## src/rtl/gpzda_frame_controller.sv

```systemverilog
// gpzda_frame_controller: sequences the $GPZDA header comparer, parses ZDA time/date fields,
// verifies the XOR checksum and publishes BCD time/date with one-cycle valid/error pulses.
module gpzda_frame_controller #(
    parameter int B       = 8,
    parameter int MAX_LEN = 82
) (
    input  logic         clock,
    input  logic         reset_n,
    input  logic         load,
    input  logic [B-1:0] data,
    output logic         cmp_restart,
    output logic         cmp_load,
    output logic [B-1:0] cmp_data,
    input  logic         cmp_resolve,
    input  logic         cmp_reject,
    output logic [23:0]  time_bcd,
    output logic [31:0]  date_bcd,
    output logic         valid,
    output logic         error,
    output logic         busy
);
    localparam int CW = $clog2(MAX_LEN + 1);
    localparam logic [CW-1:0] L_MAX = CW'(MAX_LEN);

    typedef enum logic [3:0] {HUNT, SEP0, TIME, FRAC, DAY, MONTH, YEAR, SKIP, CK_HI, CK_LO} state_t;

    state_t        r_state;
    logic [7:0]    r_ck;
    logic [3:0]    r_ck_hi;
    logic [CW-1:0] r_cnt;
    logic [2:0]    r_n;
    logic [23:0]   r_time;
    logic [31:0]   r_date;
    logic [23:0]   r_time_bcd;
    logic [31:0]   r_date_bcd;
    logic          r_valid;
    logic          r_error;

    state_t     w_next;
    logic       w_abort;
    logic       w_ok;
    logic       w_bad;
    logic       w_digit;
    logic       w_comma;
    logic       w_hex_ok;
    logic [3:0] w_hex;
    logic [2:0] w_len;
    logic       w_match;
    logic       w_unused;

    assign w_unused = cmp_reject;
    assign w_digit  = data >= "0" && data <= "9";
    assign w_comma  = data == ",";
    assign w_hex_ok = w_digit || (data >= "A" && data <= "F");
    assign w_hex    = w_digit ? data[3:0] : data[3:0] + 4'd9;
    assign w_len    = r_state == TIME ? 3'd6 : r_state == YEAR ? 3'd4 : 3'd2;
    assign w_match  = {r_ck_hi, w_hex} == r_ck;

    always_comb begin
        w_next  = r_state;
        w_abort = 1'b0;
        w_ok    = 1'b0;
        w_bad   = 1'b0;
        if (load) begin
            if (r_state == HUNT) w_next = cmp_resolve ? SEP0 : HUNT;
            else if (r_cnt == L_MAX || data == "$") w_abort = 1'b1;
            else case (r_state)
                SEP0: if (w_comma) w_next = TIME; else w_abort = 1'b1;
                TIME, DAY, MONTH, YEAR:
                    if (r_n < w_len) w_abort = !w_digit;
                    else if (w_comma) w_next = r_state == TIME ? DAY : r_state == DAY ? MONTH : r_state == MONTH ? YEAR : SKIP;
                    else if (r_state == TIME && data == ".") w_next = FRAC;
                    else w_abort = 1'b1;
                FRAC: if (w_comma) w_next = DAY; else w_abort = !w_digit;
                SKIP: if (data == "*") w_next = CK_HI;
                CK_HI: if (w_hex_ok) w_next = CK_LO; else w_abort = 1'b1;
                CK_LO: begin
                    w_next  = HUNT;
                    w_abort = !w_hex_ok;
                    w_ok    = w_hex_ok && w_match;
                    w_bad   = w_hex_ok && !w_match;
                end
                default: w_abort = 1'b1;
            endcase
            if (w_abort) w_next = HUNT;
        end
    end

    // A '$' seen mid-sentence is handed to the comparer in the same cycle it restarts.
    assign cmp_restart = !reset_n || (r_state != HUNT && w_next == HUNT);
    assign cmp_load    = r_state == HUNT ? load : load && data == "$";
    assign cmp_data    = data;
    assign time_bcd    = r_time_bcd;
    assign date_bcd    = r_date_bcd;
    assign valid       = r_valid;
    assign error       = r_error;
    assign busy        = r_state != HUNT;

    always_ff @(posedge clock or negedge reset_n) begin
        if (!reset_n) begin
            r_state    <= HUNT;
            r_ck       <= '0;
            r_ck_hi    <= '0;
            r_cnt      <= '0;
            r_n        <= '0;
            r_time     <= '0;
            r_date     <= '0;
            r_time_bcd <= '0;
            r_date_bcd <= '0;
            r_valid    <= 1'b0;
            r_error    <= 1'b0;
        end else begin
            r_state <= w_next;
            r_valid <= w_ok;
            r_error <= w_abort | w_bad;
            if (load && r_state != HUNT) begin
                if (r_cnt != L_MAX) r_cnt <= r_cnt + 1'b1;
                if (r_state inside {SEP0, TIME, FRAC, DAY, MONTH, YEAR, SKIP} && data != "*") r_ck <= r_ck ^ data[7:0];
                r_n <= w_next != r_state ? 3'd0 : r_n + {2'b0, w_digit};
                if (w_digit && r_state == TIME) r_time <= {r_time[19:0], data[3:0]};
                if (w_digit && r_state == DAY) r_date[7:0] <= {r_date[3:0], data[3:0]};
                if (w_digit && r_state == MONTH) r_date[15:8] <= {r_date[11:8], data[3:0]};
                if (w_digit && r_state == YEAR) r_date[31:16] <= {r_date[27:16], data[3:0]};
                if (r_state == CK_HI) r_ck_hi <= w_hex;
            end else if (load && cmp_resolve) begin
                r_ck  <= 8'h48;
                r_cnt <= '0;
                r_n   <= '0;
            end
            if (w_ok) begin
                r_time_bcd <= r_time;
                r_date_bcd <= r_date;
            end
        end
    end
endmodule

```

## config.mk

```make
export PLATFORM = sky130hd
export DESIGN_NAME = gpzda_frame_controller
export DESIGN_NICKNAME = d
export VERILOG_FILES = /design/src/rtl/gpzda_frame_controller.sv
export SDC_FILE = /design/constraint.sdc
export NUM_CORES = 1
export LEC_CHECK = 0
export CORE_MARGIN = 5
export CORE_UTILIZATION = 35
export DETAILED_ROUTE_END_ITERATION = 10
export GPL_TIMING_DRIVEN = 0
export PLACE_DENSITY = 0.54
export SLEW_MARGIN = 20
export SYNTH_ARGS = -nofsm -noshare
export SYNTH_HDL_FRONTEND = slang
export SYNTH_SLANG_ARGS = --single-unit
```

## constraint.sdc

```tcl
create_clock -name clock -period 5.9 [get_ports clock]
set_clock_uncertainty 0.1 [all_clocks]
set_input_delay 0.885 -clock clock [delete_from_list [all_inputs] [get_ports clock]]
set_output_delay 0.885 -clock clock [all_outputs]
set_load 0.005 [all_outputs]
```

==> results of run 1 <==
[worst max-delay path by stage]
stage,startpoint,to,depth (start not counted)
floorplan,data[0],cmp_restart,10
global placement,reset_n,cmp_restart,3
detailed placement,data[1],cmp_restart,12
CTS,data[1],cmp_restart,12
global route,data[1],cmp_restart,12
finish,data[1],cmp_restart,12
[placed cells by master (no fill, tap or decap), types with 10 or more instances in the layout]
cell type | synthesis | final
dfrtp_1 | 140 | 140
clkdlybuf4s50_1 | 0 | 77
mux2_2 | 70 | 70
mux2_4 | 40 | 40
nand2_1 | 36 | 36
o21ai_0 | 28 | 28
nor2_1 | 19 | 19
clkbuf_16 | 0 | 17
buf_4 | 12 | 12
nand3_1 | 11 | 11
ha_1 | 10 | 10
[logic make-up after synthesis]
group / synth area share (%)
compound gates: 7.83
xor+xnor: 1.84
fa+ha+maj: 1.87
buf+inv: 4.16
flops: 52.4
mux: 21.1
simple gates: 10.8
[synthesized netlist by cell type (4+ instances only)]
cell      count  area [um2]
a21o_1        4        30.0
a21oi_1       9        45.0
and3_1        9        56.3
buf_12        5         100
buf_2         4        20.0
buf_4        12        90.1
dfrtp_1     140        3500
ha_1         10         125
inv_1        10        37.5
mux2_2       70         788
mux2_4       40         601
nand2_1      36         135
nand2b_1      6        37.5
nand3_1      11        55.1
nand3b_1      4        30.0
nor2_1       19        71.3
nor3_1        7        35.0
nor4_1        4        25.0
o21ai_0      28         140
xnor2_1       6        52.6
xor2_1        8        70.1
[worst reg2reg max path: stages, from the launching register on]
cell	delay, ns
dfrtp_1	0.44
and2b_1	0.28
nand2_1	0.09
ha_1	0.30
a21o_1	0.20
a41oi_1	0.41
nand2b_1	0.22
nor2_1	0.08
o311ai_2	0.36
and3_1	0.26
nor3_2	0.07
a221o_1	0.30
[stage by stage]
stage,instances,hold WS (ns),setup TNS [ns]
2_1_floorplan,516,0.362,0
3_3_place_gp,830,0.384,-245.50
3_5_place_dp,831,0.390,0
4_1_cts,861,0.312,0
5_1_grt,861,0.324,0
6_report,861,0.299,0
[per-layer routing]
metal | wire (um) | global-route usage [%] | vias up
met4 | 230 | 4.94 | 0
met3 | 605 | 3.50 | 14
met1 | 7330 | 19.5 | 2220
met2 | 7330 | 23.5 | 95
met5 | 0 | 0 | -
li1 | - | - | 2068
[flip-flops by register name, summed over array words and instances, names as in the netlist]
register / flops
r_ck_hi: 4
r_n: 3
r_time: 24
error: 1
valid: 1
r_date: 32
r_state: 4
time_bcd: 24
r_ck: 8
r_cnt: 7
date_bcd: 32
[layout make-up]
| type | count | area (um2) |
|---|---|---|
| multi-input cells | 337 | 2900 |
| inverters | 13 | 48.8 |
| clock inverters | 13 | 145 |
| plain buffers | 26 | 229 |
| repair buffers | 81 | 838 |
| flip-flops and latches | 140 | 3500 |
| clock buffers | 17 | 425 |
| well taps | 234 | 293 |
| fillers | 1729 | 10400 |
[power groups by stage]
| stage | clock network (mW) | logic (mW) | registers [mW] |
|---|---|---|---|
| after global routing | 1.11 | 0.491 | 1.08 |
| after CTS | 1.07 | 0.442 | 1.07 |
| after global placement | 0 | 0.440 | 1.08 |
| after floorplan | 0 | 0.290 | 1.07 |
| after detailed placement | 0 | 0.440 | 1.09 |
| final | 1.04 | 0.442 | 1.07 |
==> reports/metrics.csv, run 1 <==
stage;metric;value;unit
outcome;status;finished clean;
timing;final setup margin;0.416;ns
floorplanning;Starting Density;35.6;%
timing;RSZ-0062 raised after global routing;false;
yosys;Top FF cell, synth;dfrtp_1;
placed_design;Setup WS pre-CTS;0.0217;ns
detailed_routing;Initial DRC Count;234;
worst_setup_path;worst-path maximum fanout;10;
placed_design;GP Congestion;0.843;
yosys;Post-synth EDFFs;0;
detailed_routing;wire length per cell;18.0;um
power;Total Power;2.55;mW
global_routing;GRT Residual Overflow;0;
finish;layout cell share with drive strength beyond 1;29.5;%
detailed_routing;vias per std cell;5.11;
yosys;async set-or-reset flop fraction in the synthesized netlist;100;%
yosys;post-synthesis sequential area ratio;52.4;%
floorplanning;chip height;148;um
worst_setup_path;Critical Path RT;4.91;ns
finish;Nets;639;
finish;P&R area growth vs syn;25.5;%
clock_network;Clock Path Buffers;2;
worst_setup_path;Worst setup EP type;primary output;
floorplanning;# IOs;82;
finish;ANT cells;0;
worst_setup_path;R2R Path Start;r_state[1];
yosys;Cell variety after synth;71;
placed_design;IO Port Bufs;80;
timing;crit path time final;5.48;ns
worst_setup_path;Worst Path Arrival;4.50;ns
clock_network;CTS clk-pin slew, worst paths;0.06;ns
global_routing;vias in the first global route;4630;
timing;measured slew at the worst slew-check pin;0.620;ns
clock_network;worst skew pair latency;0.42;ns
worst_setup_path;Max stage delay on crit path;0.57;ns
floorplanning;Die ar.;21900;um2
worst_setup_path;delay-heaviest family, CP;buffers and inverters;
min_path;Hold Crit Class;input port to asynchronous set/reset pin;
job;max_cap viols;0;
timing;number of max-slew violations in the final report;0;
timing;Fin. Hold Viols;0;
worst_setup_path;reg2reg end;r_n[2];
yosys;Mapped Cells;516;
timing;Rel. slew slack;58.4;%
clock_network;TritonCTS clock tree;done;
worst_setup_path;Cell Chain, Critical Path;dlymetal6s2s_1 > inv_1 > ha_1 > or3b_2 > and4_1 > o32a_1 > or2_2 > and3_1 > o211ai_1 > o21ai_1 > o41ai_1 > clkdlybuf4s50_1;
detailed_routing;Via Count;4397;
clock_network;Post-CTS Setup Bufs;0;
yosys;Net Count, Synth;539;
global_routing;antenna violations before repair;0;
floorplanning;core area;18800;um2
power;Clk network pwr share;40.8;%
worst_setup_path;slowest CP cell;clkdlybuf4s50_1;
power;Worst VDD drop;0.197;mV
clock_network;CTS H-tree lvls;4;
yosys;synthesis warning total;0;
power;Pleak;3.86;nW
timing;fmax;182;MHz
floorplanning;Die Wd;148;um
power;share of power burned in registers;41.9;%
yosys;synthesized area;6680;um2
detailed_routing;DRT Pass-1 Iters;4;
clock_network;root buffer cell;clkbuf_16;
timing;crit share post-route;92.9;%
power;Switching Share;29.0;%
power;Pwr Density;305;nW/um2
detailed_routing;number of remaining DRC errors;0;
yosys;number of synthesized register bits;140;
finish;final instance area;8380;um2
worst_setup_path;Worst R2R Setup Slack;2.68;ns
placed_design;placed cell areas;7810;um2
floorplanning;standard-cell rows;50;
worst_setup_path;R2R cell count;11;
yosys;mean post-synth cell area;12.9;um2
power;switching pwr;739;uW
clock_network;PostCTS Resize Cnt;0;
worst_setup_path;CP Launch Type;input port;
detailed_routing;WL final;15500;um
power;Int Pwr;1.81;mW
worst_setup_path;Setup CP Type;input port to primary output;
clock_network;clock sink count;140;
finish;fin util;44.7;%
clock_network;CTS buffer count;17;
worst_setup_path;worst path bufs/invs;3;
power;Comb power frac;17.3;%
clock_network;hold buffer count at CTS;0;
timing;Final setup viols;0;
global_routing;largest net degree at the start of global routing;77;
global_routing;total global-route track usage;14.6;%
detailed_routing;antenna viol nets, final;0;
global_routing;first-pass GRT wire length;25400;um
placed_design;dpl hpwl;11000;um
(Power assumes the default switching activity.)
==> inputs of run 2 (changes only) <==
- CTS_CLUSTER_DIAMETER: not set -> 30
==> results of run 2 <==
Final layout, timing and power as in run 1 (identical DEF).
